`src/rtl/timetag_pkg.sv`:
```
// Shared constants, FSM state encoding and sizing helper for the time-tag frame streamer.
package timetag_pkg;

  localparam logic [7:0] HEADER_BYTE_DEFAULT = 8'hA5;
  localparam int DROP_CNT_W   = 8;
  localparam int DROP_TOTAL_W = 16;

  typedef enum logic [2:0] {
    ST_IDLE = 3'd0,
    ST_WAIT = 3'd1,
    ST_HDR  = 3'd2,
    ST_DATA = 3'd3,
    ST_TRL  = 3'd4
  } state_e;

  function automatic int ceil_div8(input int bits);
    return (bits + 7) / 8;
  endfunction

endpackage

```
`src/rtl/timetag_sync_fifo.sv`:
```
// Single-clock record FIFO with registered read data; o_data updates on the cycle after a pop.
module timetag_sync_fifo #(
  parameter int WIDTH = 8,
  parameter int DEPTH = 16
) (
  input  logic                   clk,
  input  logic                   reset,
  input  logic                   i_push,
  input  logic [WIDTH-1:0]       i_data,
  input  logic                   i_pop,
  output logic [WIDTH-1:0]       o_data,
  output logic                   o_full,
  output logic                   o_empty,
  output logic [$clog2(DEPTH):0] o_level
);

  localparam int AW    = $clog2(DEPTH);
  localparam int LVL_W = AW + 1;

  logic [WIDTH-1:0] r_mem [DEPTH];
  logic [AW-1:0]    r_wr_ptr;
  logic [AW-1:0]    r_rd_ptr;
  logic [LVL_W-1:0] r_level;
  logic [WIDTH-1:0] r_rd_data;
  logic             w_do_push;
  logic             w_do_pop;

  assign o_full    = (r_level == LVL_W'(DEPTH));
  assign o_empty   = (r_level == {LVL_W{1'b0}});
  assign w_do_push = i_push & ~o_full;
  assign w_do_pop  = i_pop & ~o_empty;
  assign o_data    = r_rd_data;
  assign o_level   = r_level;

  // Record storage; contents need no reset because the level gates every read.
  always_ff @(posedge clk) begin
    if (w_do_push) begin
      r_mem[r_wr_ptr] <= i_data;
    end
  end

  // Pointers wrap naturally at DEPTH (power of two); level tracks push/pop.
  always_ff @(posedge clk) begin
    if (reset) begin
      r_wr_ptr  <= {AW{1'b0}};
      r_rd_ptr  <= {AW{1'b0}};
      r_level   <= {LVL_W{1'b0}};
      r_rd_data <= {WIDTH{1'b0}};
    end else begin
      if (w_do_push) begin
        r_wr_ptr <= r_wr_ptr + AW'(1);
      end
      if (w_do_pop) begin
        r_rd_ptr  <= r_rd_ptr + AW'(1);
        r_rd_data <= r_mem[r_rd_ptr];
      end
      case ({w_do_push, w_do_pop})
        2'b10:   r_level <= r_level + LVL_W'(1);
        2'b01:   r_level <= r_level - LVL_W'(1);
        default: r_level <= r_level;
      endcase
    end
  end

endmodule

```
`src/rtl/timetag_frame_streamer.sv`:
```
// Buffers tagger records and streams each one as header, LSB-first payload and drop-count trailer
// over a registered valid/ready byte interface.
module timetag_frame_streamer
  import timetag_pkg::*;
#(
  parameter int         REC_WIDTH   = 143,
  parameter int         FIFO_DEPTH  = 16,
  parameter logic [7:0] HEADER_BYTE = HEADER_BYTE_DEFAULT,
  localparam int        NBYTES      = ceil_div8(REC_WIDTH),
  localparam int        LVL_W       = $clog2(FIFO_DEPTH) + 1
) (
  input  logic                    clk,
  input  logic                    reset,
  input  logic                    activate,
  input  logic                    rec_valid,
  input  logic [REC_WIDTH-1:0]    rec_data,
  output logic                    out_valid,
  input  logic                    out_ready,
  output logic [7:0]              out_byte,
  output logic [LVL_W-1:0]        fifo_level,
  output logic [DROP_TOTAL_W-1:0] drop_total,
  output logic                    busy
);

  localparam int SH_W  = NBYTES * 8;
  localparam int IDX_W = (NBYTES > 1) ? $clog2(NBYTES) : 1;
  localparam logic [IDX_W-1:0] IDX_LAST = IDX_W'(NBYTES - 1);

  state_e                  r_state;
  state_e                  w_state_nx;
  logic [IDX_W-1:0]        r_idx;
  logic [IDX_W-1:0]        w_idx_nx;
  logic [SH_W-1:0]         r_shreg;
  logic [SH_W-1:0]         w_shreg_nx;
  logic                    r_out_valid;
  logic                    w_out_valid_nx;
  logic [7:0]              r_out_byte;
  logic [7:0]              w_out_byte_nx;
  logic                    r_busy;
  logic                    w_busy_nx;
  logic                    w_pop;
  logic                    w_xfer;
  logic                    w_trl_done;
  logic                    w_push;
  logic                    w_drop;
  logic                    w_full;
  logic                    w_empty;
  logic [REC_WIDTH-1:0]    w_rd_data;
  logic [LVL_W-1:0]        w_fifo_level;
  logic [DROP_CNT_W-1:0]   r_drop_cnt;
  logic [DROP_TOTAL_W-1:0] r_drop_total;

  assign w_push     = rec_valid & activate & ~w_full;
  assign w_drop     = rec_valid & activate & w_full;
  assign w_xfer     = r_out_valid & out_ready;
  assign w_trl_done = (r_state == ST_TRL) & w_xfer;

  timetag_sync_fifo #(
    .WIDTH (REC_WIDTH),
    .DEPTH (FIFO_DEPTH)
  ) u_fifo (
    .clk     (clk),
    .reset   (reset),
    .i_push  (w_push),
    .i_data  (rec_data),
    .i_pop   (w_pop),
    .o_data  (w_rd_data),
    .o_full  (w_full),
    .o_empty (w_empty),
    .o_level (w_fifo_level)
  );

  // Framing FSM: each handshake loads the following byte directly, so bytes can go back-to-back.
  always_comb begin
    w_state_nx     = r_state;
    w_idx_nx       = r_idx;
    w_shreg_nx     = r_shreg;
    w_out_valid_nx = r_out_valid;
    w_out_byte_nx  = r_out_byte;
    w_pop          = 1'b0;
    case (r_state)
      ST_IDLE: begin
        if (activate) begin
          w_state_nx = ST_WAIT;
        end else begin
          w_state_nx = ST_IDLE;
        end
      end
      ST_WAIT: begin
        if (!activate) begin
          w_state_nx = ST_IDLE;
        end else if (!w_empty) begin
          w_pop      = 1'b1;
          w_state_nx = ST_HDR;
        end else begin
          w_state_nx = ST_WAIT;
        end
      end
      ST_HDR: begin
        // The popped record becomes readable on entry to HDR, so capture it with the header.
        if (!r_out_valid) begin
          w_out_valid_nx = 1'b1;
          w_out_byte_nx  = HEADER_BYTE;
          w_shreg_nx     = SH_W'(w_rd_data);
        end else if (out_ready) begin
          w_out_byte_nx = r_shreg[7:0];
          w_shreg_nx    = r_shreg >> 4'd8;
          w_idx_nx      = {IDX_W{1'b0}};
          w_state_nx    = ST_DATA;
        end else begin
          w_state_nx = ST_HDR;
        end
      end
      ST_DATA: begin
        if (w_xfer) begin
          if (r_idx == IDX_LAST) begin
            w_out_byte_nx = r_drop_cnt;
            w_state_nx    = ST_TRL;
          end else begin
            w_out_byte_nx = r_shreg[7:0];
            w_shreg_nx    = r_shreg >> 4'd8;
            w_idx_nx      = r_idx + IDX_W'(1);
          end
        end else begin
          w_state_nx = ST_DATA;
        end
      end
      ST_TRL: begin
        if (w_xfer) begin
          w_out_valid_nx = 1'b0;
          w_out_byte_nx  = 8'h00;
          if (activate) begin
            w_state_nx = ST_WAIT;
          end else begin
            w_state_nx = ST_IDLE;
          end
        end else begin
          w_state_nx = ST_TRL;
        end
      end
      default: begin
        w_state_nx     = ST_IDLE;
        w_out_valid_nx = 1'b0;
        w_out_byte_nx  = 8'h00;
      end
    endcase
    w_busy_nx = (w_state_nx == ST_HDR) || (w_state_nx == ST_DATA) || (w_state_nx == ST_TRL);
  end

  // FSM state, byte shifter and registered handshake outputs.
  always_ff @(posedge clk) begin
    if (reset) begin
      r_state     <= ST_IDLE;
      r_idx       <= {IDX_W{1'b0}};
      r_shreg     <= {SH_W{1'b0}};
      r_out_valid <= 1'b0;
      r_out_byte  <= 8'h00;
      r_busy      <= 1'b0;
    end else begin
      r_state     <= w_state_nx;
      r_idx       <= w_idx_nx;
      r_shreg     <= w_shreg_nx;
      r_out_valid <= w_out_valid_nx;
      r_out_byte  <= w_out_byte_nx;
      r_busy      <= w_busy_nx;
    end
  end

  // Per-frame drop count restarts on the trailer handshake, keeping a drop from that same cycle.
  always_ff @(posedge clk) begin
    if (reset) begin
      r_drop_cnt <= {DROP_CNT_W{1'b0}};
    end else if (w_trl_done) begin
      r_drop_cnt <= w_drop ? DROP_CNT_W'(1) : {DROP_CNT_W{1'b0}};
    end else if (w_drop && (r_drop_cnt != {DROP_CNT_W{1'b1}})) begin
      r_drop_cnt <= r_drop_cnt + DROP_CNT_W'(1);
    end else begin
      r_drop_cnt <= r_drop_cnt;
    end
  end

  // Lifetime drop total, saturating.
  always_ff @(posedge clk) begin
    if (reset) begin
      r_drop_total <= {DROP_TOTAL_W{1'b0}};
    end else if (w_drop && (r_drop_total != {DROP_TOTAL_W{1'b1}})) begin
      r_drop_total <= r_drop_total + DROP_TOTAL_W'(1);
    end else begin
      r_drop_total <= r_drop_total;
    end
  end

  assign out_valid  = r_out_valid;
  assign out_byte   = r_out_byte;
  assign fifo_level = w_fifo_level;
  assign drop_total = r_drop_total;
  assign busy       = r_busy;

endmodule

```
`config.mk`:
```
export PLATFORM = sky130hd
export DESIGN_NAME = timetag_frame_streamer
export DESIGN_NICKNAME = d
export VERILOG_FILES = /design/src/rtl/timetag_pkg.sv /design/src/rtl/timetag_sync_fifo.sv /design/src/rtl/timetag_frame_streamer.sv
export SDC_FILE = /design/constraint.sdc
export NUM_CORES = 2
export LEC_CHECK = 0
export CAP_MARGIN = 10
export CORE_ASPECT_RATIO = 1.2
export CORE_MARGIN = 2
export CORE_UTILIZATION = 40
export CTS_CLUSTER_DIAMETER = 60
export DETAILED_ROUTE_END_ITERATION = 10
export PLACE_DENSITY = 0.53
export SLEW_MARGIN = 20
export SYNTH_ARGS = -nofsm -noshare
export SYNTH_HDL_FRONTEND = slang
export SYNTH_HIERARCHICAL = 1
export SYNTH_SLANG_ARGS = --single-unit
```
`constraint.sdc`:
```
create_clock -name clk -period 18.8 [get_ports clk]
set_clock_uncertainty 0.1 [all_clocks]
set_input_delay 2.82 -clock clk [delete_from_list [all_inputs] [get_ports clk]]
set_output_delay 2.82 -clock clk [all_outputs]
set_load 0.005 [all_outputs]
```
==> impl_metrics.ini <==
[outcome]
status = complete, no violations

[sta]
holdWs_ns = 0.359
drv_slew = 0
period_minus_slack_ns = 6.37
setup-tns-final_ns = 0
setup_viol = 0
worst_pin_slew_ns = 1.16
rsz0062_at_grt = false
finalHoldViolCount = 0
finalCritPeriodShare = 0.339
fmax_mhz = 157
slew_headroom = 0.229

[flow_run]
cap_violations = 0

[critical_path]
crit_required_ns = 19.14
cp_cell_sequence = clkdlybuf4s50_1 -> nand2_1 -> nor2_1 -> a21boi_1 -> buf_4 -> nand2_1 -> nor3_2 -> buf_4 -> buf_4 -> buf_4
critical_path_class = input port to register
start_kind = input port
cpPeakStageDelay_ns = 0.68
cp_slowest_cell = buf_4
arrival_ns = 6.71
cp-end-kind = register
crit_fanout = 42
crit_path_frequent_cell = buf_4

[floorplanning]
rows = 200
io_pins = 179
die_area_um2 = 253000
die_width_um = 459
die_y_um = 551
core_area_um2 = 247000
initial_utilization = 0.402

[layout]
fillers = 20700
finalNetCount = 5346
fin_util = 0.460
drive_gt1_frac = 0.213
areaGrowthSynthToFinish_pct = 14.4
final-seq-area_um2 = 75500
multi_input_area_um2 = 22700

[logic_synthesis]
synth_edf_count = 2288
synthMostInstantiatedCell = edfxtp_1
synth_top_area_frac = 0.690
syn_area_um2 = 99600
ys.warnings.count = 6
postSynthAreaPerCell_um2 = 20.2
yosysTopAreaCell = edfxtp_1
synth_common_cells = edfxtp_1 (2,288), mux4_2 (510), mux2i_1 (389)
synth_flop_cell = edfxtp_1
synthArstFlopShare = 0
synthTopCellsByArea = edfxtp_1 (69%), mux4_2 (12%), dfxtp_1 (6.9%), mux2i_1 (3.9%), mux2_2 (1.5%)
syn-num-nets = 5095
synthCells = 4933
yosysSeqAreaShare = 0.759
ys_ff_latch = 2629
synth.distinct_cells = 66

[pwr]
p_per_area_nw_per_um2 = 105
power_frac_comb = 0.020
switching_share = 0.202
vdd_drop_max_mv = 0.0783
p_int_mw = 9.53
clockPowerShare = 0.445
static-leakage-power_nw = 34.8
seqPwrFrac = 0.535
p_switching_mw = 2.41

[clocking]
ctsHoldBuffers = 0
clk_latency_ns = 0.85
post_cts_resized = 0
cts_sinks = 2629
numCtsBuffers = 279
clk_pin_slew_ns = 0.06
postCtsSetupRepairBufs = 0
cts-htree-levels = 5
tritoncts = done
root_buffer = clkbuf_16
clockBufferDepth = 4

[drt]
wl_mm = 242
drc_errors = 0
firstDrtPassIters = 7
antenna_left = 0
wl_per_cell_um = 28.0
drt_iter0_drc = 3941
drt-vias-per-instance = 5.57
num_vias = 48100

[global_route]
grtUsageTotal = 0.190
antenna_found_initial = 21
gr-total-overflow = 0
grt_max_degree = 191
grt_pass1_vias = 50300
grt_pass1_wl_mm = 353

[place]
dp_hpwl_mm = 130
io_buffers = 178
gp_congestion = 0.753

[worst_hold_path]
hold_class = register to register
[critical path: cells and delay by family]
kind	cells	cell delay, ns
buf+inv	5	2.71
compound gates	1	0.22
simple gates	4	0.83
[state kept, by name, summed over array words and instances, names as in the netlist]
register         count
u_fifo/r_mem      2288
r_idx                5
out_byte             8
r_drop_cnt           8
u_fifo/r_wr_ptr      4
u_fifo/o_data      143
u_fifo/r_rd_ptr      4
drop_total          16
u_fifo/o_level       5
r_state              3
r_shreg            143
out_valid            1
busy                 1
[path summary, 6_finish.rpt]
path	start	endpoint	slack, ns	cells after the start
worst min register to register	r_shreg[139]	r_shreg[139]	0.36	2
worst max register to register	u_fifo/o_level[0]	u_fifo/r_mem[2][4]	13.75	10
worst max-delay path	activate	u_fifo/r_mem[2][4]	12.43	10
worst min-delay path	r_shreg[139]	r_shreg[139]	0.36	2
[power by group through the flow]
stage | combinational, mW | clock, mW | sequential, mW
3_3_place_gp | 0.239 | 0 | 6.51
5_1_grt | 0.261 | 5.68 | 6.39
6_report | 0.239 | 5.31 | 6.39
2_1_floorplan | 0.0863 | 0 | 6.52
4_1_cts | 0.245 | 5.45 | 6.39
3_5_place_dp | 0.244 | 0 | 6.52
[area by class of cell]
cell class                 instances  share of cell area
timing repair buffer             266              0.0235
sequential                      2629               0.663
clock buffer                     373              0.0671
inverter                          16            0.000527
multi-input combinational       1992               0.200
tap                             3232              0.0355
clock inverter                   121              0.0100
antenna                            7            0.000154
[cells in the final DEF, fill, tap and decap left out, types with 5 or more instances in the layout]
master / instances
edfxtp_1: 2288
mux4_2: 510
mux2i_1: 389
dfxtp_1: 338
clkbuf_16: 287
nor2_1: 200
clkdlybuf4s50_1: 177
a211oi_1: 150
mux2_2: 135
a22oi_1: 127
o21ai_0: 108
clkbuf_1: 72
buf_4: 70
o22ai_1: 62
nand2_1: 45
clkinv_2: 43
clkinv_1: 41
a21oi_1: 32
o21ai_1: 29
nand3_1: 25
nor4_1: 20
buf_12: 17
bufinv_16: 15
inv_1: 14
clkbuf_8: 14
ha_1: 13
nor2_4: 13
nand4_1: 12
nor2b_1: 11
xor2_1: 11
nor3_1: 11
and3_1: 10
o31ai_1: 8
diode_2: 7
or4_1: 5
a31oi_1: 5
inv_6: 5
[layer usage]
layer  global-route usage  wire length [um]  share of wire  vias to the layer above
met5                    0                48        0.00020                        -
met4               0.0485              5160          0.021                        8
met3               0.0287             10400          0.043                      341
met2                0.321            121000           0.50                     1077
met1                0.258            105000           0.44                    25800
li1                     -                 -              -                    20900
[stage by stage]
stage / worst slack, ns / std cells / area (um2) / power [mW]
floorplan: 4.62 / 4933 / 99600 / 6.60
global placement: 11.56 / 8134 / 105000 / 6.75
detailed placement: 11.60 / 8134 / 105000 / 6.76
CTS: 12.46 / 8628 / 114000 / 12.1
global route: 12.28 / 8632 / 114000 / 12.3
finish: 12.43 / 8636 / 114000 / 11.9
[logic make-up (layout without fill, tap and decap cells)]
kind of cell,Yosys count,after routing,synth area share
compound gates,545,545,0.0364
xor+xnor,15,15,0.00132
fa+ha+maj,14,14,0.00183
buf+inv,312,776,0.0145
flops,2629,2629,0.759
mux,1034,1034,0.170
other cells,0,7,0
simple gates,384,384,0.0176
Note: power is estimated with default switching activity, not from simulation.
